## src/rtl/cpu_pkg.sv

```systemverilog
// Shared constants and types for the instruction-fetch front end.
// Contents: XLEN, INSTR_BYTES, NOP_INSTR, DEFAULT_RESET_VECTOR, and the fetch halt FSM state type.
// No logic; imported by the fetch unit, its interface and its PC register.
package cpu_pkg;
  localparam int XLEN        = 32;
  localparam int INSTR_BYTES = 4;

  localparam logic [XLEN-1:0] NOP_INSTR            = 32'h0000_0013;
  localparam logic [XLEN-1:0] DEFAULT_RESET_VECTOR = 32'h0000_0000;

  // Used only when misaligned-redirect checking is built in.
  typedef enum logic {
    ST_RUN  = 1'b0,
    ST_HALT = 1'b1
  } fetch_state_t;
endpackage

```

## src/rtl/fetch_unit_if.sv

```systemverilog
// Bundle of the fetch unit's control, instruction-memory and IF/ID signals.
// Ports: stall, redirect_valid/target in; imem_addr out and imem_rdata in; if_valid/instr/pc/pc4 out.
// With FETCH_MISALIGN_CHK_EN defined, if_misalign is also carried (fetch unit drives it).
interface fetch_unit_if;
  import cpu_pkg::*;

  logic            stall;
  logic            redirect_valid;
  logic [XLEN-1:0] redirect_target;
  logic [XLEN-1:0] imem_addr;
  logic [XLEN-1:0] imem_rdata;
  logic            if_valid;
  logic [XLEN-1:0] if_instr;
  logic [XLEN-1:0] if_pc;
  logic [XLEN-1:0] if_pc4;
`ifdef FETCH_MISALIGN_CHK_EN
  logic            if_misalign;
`endif

  // Fetch unit side.
  modport master (
    input  stall, redirect_valid, redirect_target, imem_rdata,
`ifdef FETCH_MISALIGN_CHK_EN
    output if_misalign,
`endif
    output imem_addr, if_valid, if_instr, if_pc, if_pc4
  );

  // Environment side: hazard unit, EX redirect, instruction memory, IF/ID register.
  modport slave (
    output stall, redirect_valid, redirect_target, imem_rdata,
`ifdef FETCH_MISALIGN_CHK_EN
    input  if_misalign,
`endif
    input  imem_addr, if_valid, if_instr, if_pc, if_pc4
  );
endinterface

```

## src/rtl/fetch_unit_pc_reg.sv

```systemverilog
// Fetch PC state: next sequential address, address of the data in flight, and its valid bit.
// Ports: clk, rst (async active-high); load/load_addr, advance; fetch_pc, resp_pc, resp_valid.
// Priority: load over advance; with neither asserted every register holds.
module fetch_pc_reg
  import cpu_pkg::*;
#(
  parameter logic [XLEN-1:0] RESET_VECTOR = DEFAULT_RESET_VECTOR
) (
  input  logic            clk,
  input  logic            rst,
  input  logic            load,
  input  logic [XLEN-1:0] load_addr,
  input  logic            advance,
  output logic [XLEN-1:0] fetch_pc,
  output logic [XLEN-1:0] resp_pc,
  output logic            resp_valid
);
  always_ff @(posedge clk or posedge rst) begin
    if (rst) begin
      fetch_pc   <= RESET_VECTOR;
      resp_pc    <= '0;
      resp_valid <= 1'b0;
    end else if (load) begin
      resp_pc    <= load_addr;
      fetch_pc   <= load_addr + XLEN'(INSTR_BYTES);
      resp_valid <= 1'b1;
    end else if (advance) begin
      // Increment wraps modulo 2^32 with no flag.
      resp_pc    <= fetch_pc;
      fetch_pc   <= fetch_pc + XLEN'(INSTR_BYTES);
      resp_valid <= 1'b1;
    end
  end
endmodule

```

## src/rtl/fetch_unit.sv

```systemverilog
// Instruction-fetch initiator: sequential PC, stall replay, redirect squash, IF/ID presentation.
// Ports: clk, rst (async active-high), bus (fetch_unit_if.master). Optional FETCH_MISALIGN_CHK_EN
// adds if_misalign and a halt on misaligned redirect targets; otherwise target[1:0] is forced to 00.
module fetch_unit
  import cpu_pkg::*;
#(
  parameter logic [31:0] RESET_VECTOR = DEFAULT_RESET_VECTOR,
  parameter int          XLEN         = 32
) (
  input  logic          clk,
  input  logic          rst,
  fetch_unit_if.master  bus
);
  logic [XLEN-1:0] fetch_pc;
  logic [XLEN-1:0] resp_pc;
  logic            resp_valid;
  logic [XLEN-1:0] target_eff;
  logic [XLEN-1:0] addr_sel;
  logic            advance;
  logic            halt;

`ifdef FETCH_MISALIGN_CHK_EN
  fetch_state_t state_q;
  fetch_state_t state_d;

  // Misaligned targets are kept verbatim so the offending PC is visible downstream.
  assign target_eff = bus.redirect_target;

  always_ff @(posedge clk or posedge rst) begin
    if (rst) state_q <= ST_RUN;
    else     state_q <= state_d;
  end

  // Only a redirect can enter or leave the halt state.
  always_comb begin
    state_d = state_q;
    if (bus.redirect_valid) begin
      state_d = (bus.redirect_target[1:0] != 2'b00) ? ST_HALT : ST_RUN;
    end
  end

  assign halt            = (state_q == ST_HALT);
  assign bus.if_misalign = halt;
`else
  assign target_eff = bus.redirect_target & ~XLEN'(3);
  assign halt       = 1'b0;
`endif

  // Address select. Replaying resp_pc under stall keeps imem_rdata stable next cycle.
  always_comb begin
    addr_sel = fetch_pc;
    advance  = 1'b0;
    if (bus.redirect_valid) begin
      addr_sel = target_eff;
    end else if (halt || (bus.stall && resp_valid)) begin
      addr_sel = resp_pc;
    end else begin
      // Fill (stall with nothing in flight) and normal advance update identically.
      advance  = 1'b1;
    end
  end

  fetch_pc_reg #(
    .RESET_VECTOR (RESET_VECTOR)
  ) u_pc_reg (
    .clk        (clk),
    .rst        (rst),
    .load       (bus.redirect_valid),
    .load_addr  (addr_sel),
    .advance    (advance),
    .fetch_pc   (fetch_pc),
    .resp_pc    (resp_pc),
    .resp_valid (resp_valid)
  );

  assign bus.imem_addr = addr_sel;

  // Data returning during a redirect cycle belongs to the wrong path.
  assign bus.if_valid = resp_valid & ~bus.redirect_valid;
  assign bus.if_instr = (bus.if_valid && !halt) ? bus.imem_rdata : NOP_INSTR;
  assign bus.if_pc    = resp_pc;
  assign bus.if_pc4   = resp_pc + XLEN'(INSTR_BYTES);
endmodule

```

## src/flat_wrapper.sv

```systemverilog
// flat-port wrapper written by rule: the top's interface ports become plain ports
module fetch_unit_flat import cpu_pkg::*;
#(
  parameter logic [31:0] RESET_VECTOR = DEFAULT_RESET_VECTOR,
  parameter int          XLEN         = 32
)
  (clk, rst, bus_stall, bus_redirect_valid, bus_redirect_target, bus_imem_rdata, bus_imem_addr, bus_if_valid, bus_if_instr, bus_if_pc, bus_if_pc4);
  fetch_unit_if bus_i ();
  input  logic clk;
  input  logic rst;
  input wire logic [$bits(bus_i.stall)-1:0] bus_stall;
  input wire logic [$bits(bus_i.redirect_valid)-1:0] bus_redirect_valid;
  input wire logic [$bits(bus_i.redirect_target)-1:0] bus_redirect_target;
  input wire logic [$bits(bus_i.imem_rdata)-1:0] bus_imem_rdata;
  output wire logic [$bits(bus_i.imem_addr)-1:0] bus_imem_addr;
  output wire logic [$bits(bus_i.if_valid)-1:0] bus_if_valid;
  output wire logic [$bits(bus_i.if_instr)-1:0] bus_if_instr;
  output wire logic [$bits(bus_i.if_pc)-1:0] bus_if_pc;
  output wire logic [$bits(bus_i.if_pc4)-1:0] bus_if_pc4;
  assign bus_i.stall = bus_stall;
  assign bus_i.redirect_valid = bus_redirect_valid;
  assign bus_i.redirect_target = bus_redirect_target;
  assign bus_i.imem_rdata = bus_imem_rdata;
  assign bus_imem_addr = bus_i.imem_addr;
  assign bus_if_valid = bus_i.if_valid;
  assign bus_if_instr = bus_i.if_instr;
  assign bus_if_pc = bus_i.if_pc;
  assign bus_if_pc4 = bus_i.if_pc4;
  fetch_unit #(.RESET_VECTOR(RESET_VECTOR), .XLEN(XLEN)) u_core (.clk(clk), .rst(rst), .bus(bus_i));
endmodule
```

## config.mk

```make
export PLATFORM = sky130hd
export DESIGN_NAME = fetch_unit_flat
export DESIGN_NICKNAME = d
export VERILOG_FILES = /design/src/rtl/cpu_pkg.sv /design/src/rtl/fetch_unit_if.sv /design/src/rtl/fetch_unit_pc_reg.sv /design/src/rtl/fetch_unit.sv /design/src/flat_wrapper.sv
export SDC_FILE = /design/constraint.sdc
export NUM_CORES = 1
export LEC_CHECK = 0
export CAP_MARGIN = 25
export CORE_MARGIN = 2
export CORE_UTILIZATION = 35
export CTS_BUF_LIST = sky130_fd_sc_hd__clkbuf_16
export CTS_CLUSTER_DIAMETER = 150
export DETAILED_ROUTE_END_ITERATION = 6
export GPL_TIMING_DRIVEN = 0
export PLACE_DENSITY = 0.76
export SYNTH_ARGS = -nofsm -noshare
export SYNTH_HDL_FRONTEND = slang
export SYNTH_SLANG_ARGS = --single-unit
```

## constraint.sdc

```tcl
create_clock -name clk -period 2.2 [get_ports clk]
set_input_delay 0.22 -clock clk [delete_from_list [all_inputs] [get_ports clk]]
set_output_delay 0.22 -clock clk [all_outputs]
set_load 0.005 [all_outputs]
```

==> out/metrics.cfg <==
[die]
rows=43
fp.dieH_um=124
die_x_um=124
ios=197
core_area_um2=13900
initial_core_util=0.361
die_area_um2=15300

[worst_hold_path]
hold_start=bus_redirect_target[3]
hp-class=in -> reg
hold_depth=3
hold_end=u_core.u_pc_reg.resp_pc[3]

[timing]
tightestPinTransition_ns=0.843
rsz0062_at_grt=yes
final_hold_viol_count=0
worst_clock_skew_ns=0.00707
fmax_ghz=0.424
setup_tns_ns=-0.903
finalSetupViolations=13
slew_headroom=0.438
period_needed_ns=2.36
fin_ws_ns=-0.159
slew_violations=0
fin_crit_sh=1.07

[critical_path]
arrival_ns=2.14
cp_slowest_cell=dfrtp_2
crit_chain=and3_4 > and3_4 > nand3_4 > nor3_4 > buf_6 > buf_6 > nand4_1 > xnor2_1 > buf_2
worst-path-buf-inv=3
start_kind=flip-flop
critPathCaptureType=primary output
cp_top_family=simple AND/OR/NAND/NOR gates
reg2reg_from=u_core.u_pc_reg.fetch_pc[3]
r2r_slack_ns=0.03
r2r_end=u_core.u_pc_reg.fetch_pc[31]
critical_path_class=reg -> out
worstPathMaxFanout=3
reg2regPathDepth=7
cpPeakStageDelay_ns=0.36
cp.required_ns=1.98

[synth]
netlist_instances=610
syn-num-nets=680
netlist.area_leader.share=0.324
yosysSeqAreaShare=0.324
synth_ff_type=dfrtp_1
ys_async_sr_fraction=1.00
synth_edf_count=0
synth_cell_types=59
synth_top_area_cell=dfrtp_1
yosys_warnings=0
synth_area_leaders=dfrtp_1, xnor2_1, mux2i_1
ys_seq_elements=65
postSynthAreaPerCell_um2=8.24
synth_area_um2=5030

[power_and_ir_drop]
p_leak_uw=0.00383
irDropWorstVdd_uv=391
p_per_area_nw_per_um2=518

[clock_network]
cts-root-buf=clkbuf_16
numCtsBuffers=9
cts_tree=yes
ctsHtreeMaxLevel=3
clk_pin_slew_ns=0.06
cts_sinks=65
cts_max_path_buffers=2
ctsHoldBuffers=0
clk-insertion-delay-late_ns=0.34

[route]
first_pass_iters=6
viasPerCell=5.67
drc=0
first_iter_violations=569
drt_wl_total_mm=20.6
ant_nets=0
wl_per_cell_um=19.1
num_vias=6122

[layout]
drive_gt1_frac=0.275
fin_cells=1079
fin_util=0.634
syn2layout_area_growth_pct=75.8
fill_cells=1115
final_nets=963
mostFrequentLayoutCell=clkdlybuf4s50_1
mostFrequentLayoutCells=clkdlybuf4s50_1, buf_4, nand2_1

[global_routing]
antenna_found_initial=1
grt_pass1_wl_mm=29.9
grt_pass1_vias=5606
grt_max_degree=66
grt_use_total=0.255
gr-total-overflow=0

[place]
io_buffers=193
gp_congestion=0.939
detailed_place_hpwl_mm=13.8
placedCellCount=983

[flow_run]
maxCapViolCount=0

[run_status]
status=finished, violations left
violations=setup timing

[area by class of cell]
| cell class | count | area (um2) | share of cell area |
|---|---|---|---|
| Multi-Input combinational cell | 497 | 3680 | 0.417 |
| Timing Repair Buffer | 277 | 2550 | 0.288 |
| Sequential cell | 65 | 1640 | 0.185 |
| Buffer | 33 | 399 | 0.0452 |
| Clock buffer | 9 | 225 | 0.0255 |
| Tap cell | 180 | 225 | 0.0255 |
| Clock inverter | 7 | 71.3 | 0.00807 |
| Inverter | 10 | 42.5 | 0.00481 |
| Antenna cell | 1 | 2.50 | 0.000283 |
[worst register-to-register path, cell delays in order (launching register included)]
cell and delay [ns]:
dfrtp_1 0.38, nand4b_1 0.20, a222oi_1 0.48, buf_4 0.23, nand4b_4 0.15, nor4_4 0.37
xnor2_1 0.15, mux2i_1 0.09
[how the worst max path moves through the flow]
| stage | start | endpoint | slack, ns | depth (start not counted) |
|---|---|---|---|---|
| 2_1_floorplan | bus_redirect_valid | u_core.u_pc_reg.fetch_pc[16] | -0.11 | 14 |
| 3_3_place_gp | bus_redirect_valid | bus_imem_addr[12] | -1.54 | 9 |
| 3_5_place_dp | bus_redirect_valid | bus_imem_addr[12] | -1.53 | 9 |
| 4_1_cts | u_core.u_pc_reg.resp_pc[3] | bus_if_pc4[26] | -0.17 | 10 |
| 5_1_grt | u_core.u_pc_reg.resp_pc[11] | bus_if_pc4[26] | -0.29 | 9 |
| 6_report | u_core.u_pc_reg.resp_pc[9] | bus_if_pc4[26] | -0.16 | 9 |
[cell usage after synthesis (6+ instances only)]
cell type   n
nand2_1    68
dfrtp_1    65
o21ai_0    50
xnor2_1    41
nor2_1     37
mux2i_1    35
nand3_1    35
and2_1     31
a21oi_1    28
nand4_1    20
nor3_1     16
clkbuf_1   15
a21o_1     14
nand3b_1   12
xor2_1     12
buf_2      11
a31oi_1    10
inv_1      10
nand2b_1    8
and3_1      7
nor4_1      6
[logic make-up after synthesis]
group	after synthesis	synth area share
AO/OA/AOI/OAI	137	0.169
flip-flops	65	0.324
buffers and inverters	48	0.0490
other	1	0.000746
XOR/XNOR	53	0.0923
multiplexers	38	0.0764
AND/OR/NAND/NOR	266	0.284
adder cells (fa/ha/maj)	2	0.00498
[layer usage]
layer | routed length [um] | up-vias | track usage | part of all wire
li1 | - | 2763 | - | -
met1 | 7850 | 2910 | 0.323 | 0.38
met2 | 10100 | 383 | 0.424 | 0.49
met3 | 2030 | 66 | 0.0485 | 0.098
met4 | 688 | 0 | 0.114 | 0.033
met5 | 0 | - | 0 | 0
[repair_timing]
| item | CTS | global route |
|---|---|---|
| setup endpoints to repair | 136 | 69 |
| gates resized for setup | 196 | 103 |
| gates cloned | 1 | 1 |
| buffers inserted | 50 | 34 |
| pin swaps | 26 | 37 |
[where the power goes]
part	total (uW)	internal (uW)	switching, uW	leakage, uW
logic	1600	885	711	0.00294
clock network	1450	874	572	0.000137
registers	1540	1330	205	0.000760
total	4580	3090	1490	0.00383
[stage by stage]
stage / power [uW] / setup slack [ns] / hold WS (ns) / cell area (um2)
2_1_floorplan: 2100 / -0.111 / 0.354 / 5180
3_3_place_gp: 2880 / -1.54 / 0.501 / 7340
3_5_place_dp: 2900 / -1.53 / 0.502 / 7340
4_1_cts: 4440 / -0.169 / 0.344 / 8350
5_1_grt: 4770 / -0.291 / 0.267 / 8840
6_report: 4580 / -0.159 / 0.247 / 8840
No activity file was read; power rests on OpenSTA's default activity.
==> variant (same flow settings) <==
`XLEN` is set to 32 in 3 places; all go to 48.
--- a/src/rtl/cpu_pkg.sv
+++ b/src/rtl/cpu_pkg.sv
@@ -2,7 +2,7 @@
 // Contents: XLEN, INSTR_BYTES, NOP_INSTR, DEFAULT_RESET_VECTOR, and the fetch halt FSM state type.
 // No logic; imported by the fetch unit, its interface and its PC register.
 package cpu_pkg;
-  localparam int XLEN        = 32;
+  localparam int XLEN        = 48;
   localparam int INSTR_BYTES = 4;
 
   localparam logic [XLEN-1:0] NOP_INSTR            = 32'h0000_0013;
--- a/src/rtl/fetch_unit.sv
+++ b/src/rtl/fetch_unit.sv
@@ -5,7 +5,7 @@
   import cpu_pkg::*;
 #(
   parameter logic [31:0] RESET_VECTOR = DEFAULT_RESET_VECTOR,
-  parameter int          XLEN         = 32
+  parameter int          XLEN         = 48
 ) (
   input  logic          clk,
   input  logic          rst,
--- a/src/flat_wrapper.sv
+++ b/src/flat_wrapper.sv
@@ -2,7 +2,7 @@
 module fetch_unit_flat import cpu_pkg::*;
 #(
   parameter logic [31:0] RESET_VECTOR = DEFAULT_RESET_VECTOR,
-  parameter int          XLEN         = 32
+  parameter int          XLEN         = 48
 )
   (clk, rst, bus_stall, bus_redirect_valid, bus_redirect_target, bus_imem_rdata, bus_imem_addr, bus_if_valid, bus_if_instr, bus_if_pc, bus_if_pc4);
   fetch_unit_if bus_i ();
Ports: changed (6 resized); port bits go from 197 to 293. The function was not compared with the original's and may differ.
==> variant against the unedited design <==
The flow still finishes with violations (setup timing); cell area up 57%; sequential power is 48% higher; synthesized area rose by 55%; sequential cell count is 32 higher; total power grew 40%; die area up 53%; routed wire length up 78%; setup slack worse by 0.25 ns; highest routed layer unchanged.
==> variant: results (changes against the unedited design) <==
- The arrival time of the worst setup path is 2.39 ns (+0.25 ns).
- The final worst-path setup slack came to -0.4116 ns (-0.2529 ns).
- The final instance count without filler cells came to 1637 (+52%).
- The cell count of the worst hold path is 3 (unchanged).
- The pin count of the biggest net entering global routing is 38 (-42%).
- The maximum number of buffers from clock root to sink is 2 (unchanged).
- The average routed wire per standard cell was 22.47 um (+17%).
- The run finished, with violations left.
- The setup slack on the worst flop-to-flop path is -0.17 ns (-0.20 ns).
- The number of nets in the layout is 1453 (+51%).
- In the post-synthesis netlist, the biggest area contributors are sky130_fd_sc_hd__dfrtp_1, sky130_fd_sc_hd__xnor2_1, sky130_fd_sc_hd__mux2i_1.
- The post-synthesis net count is 1020 (+50%).
- The detailed-route via count is 9678 (+58%).
- The sum of net half-perimeters after detailed placement came to 24560 um (+78%).
- The startpoint of the worst hold path is bus_redirect_target[3].
- The worst hold path belongs to the class primary input to flop.
- The leakage component of the power is 0.006431 uW (+68%).
- The number of setup violations in the final report is 56 (+43).
- The critical path starts at u_core.u_pc_reg.resp_pc[23]$_DFFE_PP0N_.
- The fill cell instance count of the final layout is 1667 (+50%).
- The global-route wire length before repair came to 52930 um (+77%).
- The biggest fanout along the worst timing path came to 5 (+2).
- The worst register-to-register path begins at u_core.u_pc_reg.fetch_pc[5]$_DFFE_PP0N_.
- The worst setup slack after placement is -1.976 ns (-0.4502 ns).
- The fraction of registers with async set/reset came to 100.0% (unchanged).
- The sequential-to-total area share from yosys stat is 31.09% (-1.3 points).
- The cell depth of the worst flop-to-flop path came to 7 (unchanged).
- The clock latency on the worst-skew pair is 0.37 ns (+0.03 ns).
- The global placement routability congestion is 0.9357 (-0.36%).
- The stage delay of the slowest cell on the critical path is 0.43 ns (+0.07 ns).
- The post-route clock skew is 0.01450 ns (+0.007434 ns).
- The checks that failed: setup timing.
- The worst-margin pin slew is 1.154 ns (+0.3112 ns).
- The worst ir drop on vdd was 0.0003716 V (-5.0%).
- The number of hold violations in the final report is 0 (unchanged).
- The number of I/O port buffers is 290 (+50%).
- The number of DRC markers in iteration 0 is 1093 (+92%).
- In the synthesized netlist, the cells that appear most often are sky130_fd_sc_hd__nand2_1, sky130_fd_sc_hd__dfrtp_1, sky130_fd_sc_hd__o21ai_0, sky130_fd_sc_hd__xnor2_1, sky130_fd_sc_hd__nand3_1.
- The standard cell with the maximum stage delay on the critical path is sky130_fd_sc_hd__dfrtp_1.
- The proportion of layout cells with a drive suffix above 1 was 31.12% (+3.6 points).
- The via count of the first global-routing pass was 9286 (+66%).
- The average cell area after synthesis was 8.504 um2 (+3.2%).
- The number of distinct library cell variants in the gate-level netlist after synthesis was 61 (+3.4%).
- The critical path's top delay family is simple AND/OR/NAND/NOR gates.
- The overall routing resource usage came to 28.61% (+3.1 points).
- The clock transition at the registers of the reported paths was 0.08 ns (+0.02 ns).
- The placed cell area is 11290 um2 (+54%).
- The CTS root buffer is sky130_fd_sc_hd__clkbuf_16.
## variant: area by class of cell
cell class	count	area [um2]	share of cell area, %
repair buffers	424	3985	28.68
inverters	15	62.56	0.4502
flip-flops and latches	97	2450	17.63
plain buffers	53	730.7	5.258
multi-input cells	751	5996	43.15
diodes	1	2.502	0.01801
clock buffers	9	225.2	1.621
clock inverters	7	93.84	0.6753
well taps	280	350.3	2.521
## variant: worst paths after layout
kind / end
max: bus_if_pc4[46]
min: u_core.u_pc_reg.resp_pc[3]$_DFFE_PP0N_
max reg2reg: u_core.u_pc_reg.fetch_pc[38]$_DFFE_PP0N_
min reg2reg: u_core.u_pc_reg.fetch_pc[1]$_DFFE_PP0P_
max in group asynchronous: u_core.u_pc_reg.resp_pc[31]$_DFFE_PP0N_
min in group asynchronous: u_core.u_pc_reg.resp_pc[16]$_DFFE_PP0N_
## variant: power by group
part	switching (uW)	total [uW]	internal [uW]
combinational	1070	2320	1250
clock	798	1800	999
sequential	292	2280	1980
total	2160	6390	4230
## variant: logic make-up (layout without fill, tap and decap cells)
group | after synthesis | count (layout) | share of synthesized area, %
and+or+nand+nor | 397 | 397 | 29.54
DFF | 97 | 97 | 31.09
xor gates and xnor gates | 101 | 101 | 11.33
AOI/OAI and AO/OA | 179 | 179 | 14.07
other | 1 | 2 | 0.04804
adders and majority gates | 2 | 2 | 0.3205
buffers and inverters | 70 | 508 | 4.360
muxes | 71 | 71 | 9.232
## variant: metrics by stage
stage | util [%] | power [uW] | hold WS, ns | setup TNS [ns]
after floorplan | - | 3092 | 0.3317 | -5.243
after global placement | 51.40 | 4265 | 0.5246 | -225.03
after detailed placement | 51.58 | 4312 | 0.5383 | -202.40
after CTS | 60.15 | 6222 | 0.3366 | -8.162
after global routing | 63.48 | 6620 | 0.2745 | -15.55
final | 63.48 | 6389 | 0.2642 | -10.79
## variant: tightest hold or removal path, stage by stage
cell                             delay [ns]
sky130_fd_sc_hd__dlymetal6s2s_1        0.17
sky130_fd_sc_hd__nand2_2               0.12
sky130_fd_sc_hd__o21ai_0               0.08
## variant: timing repair
item                                    4_1_cts  5_1_grt
buffers inserted                             99       38
endpoints found under the setup margin      209      127
pin swaps                                    68       73
cloned                                        1        5
resized for setup                           457      200
## variant: layer usage
layer | share of wire [%] | global-route usage, % | vias up
li1 | - | - | 4165
met1 | 35 | 33.56 | 4614
met2 | 49 | 49.47 | 722
met3 | 9.9 | 6.408 | 177
met4 | 6.0 | 13.81 | 0
met5 | 0 | 0 | -
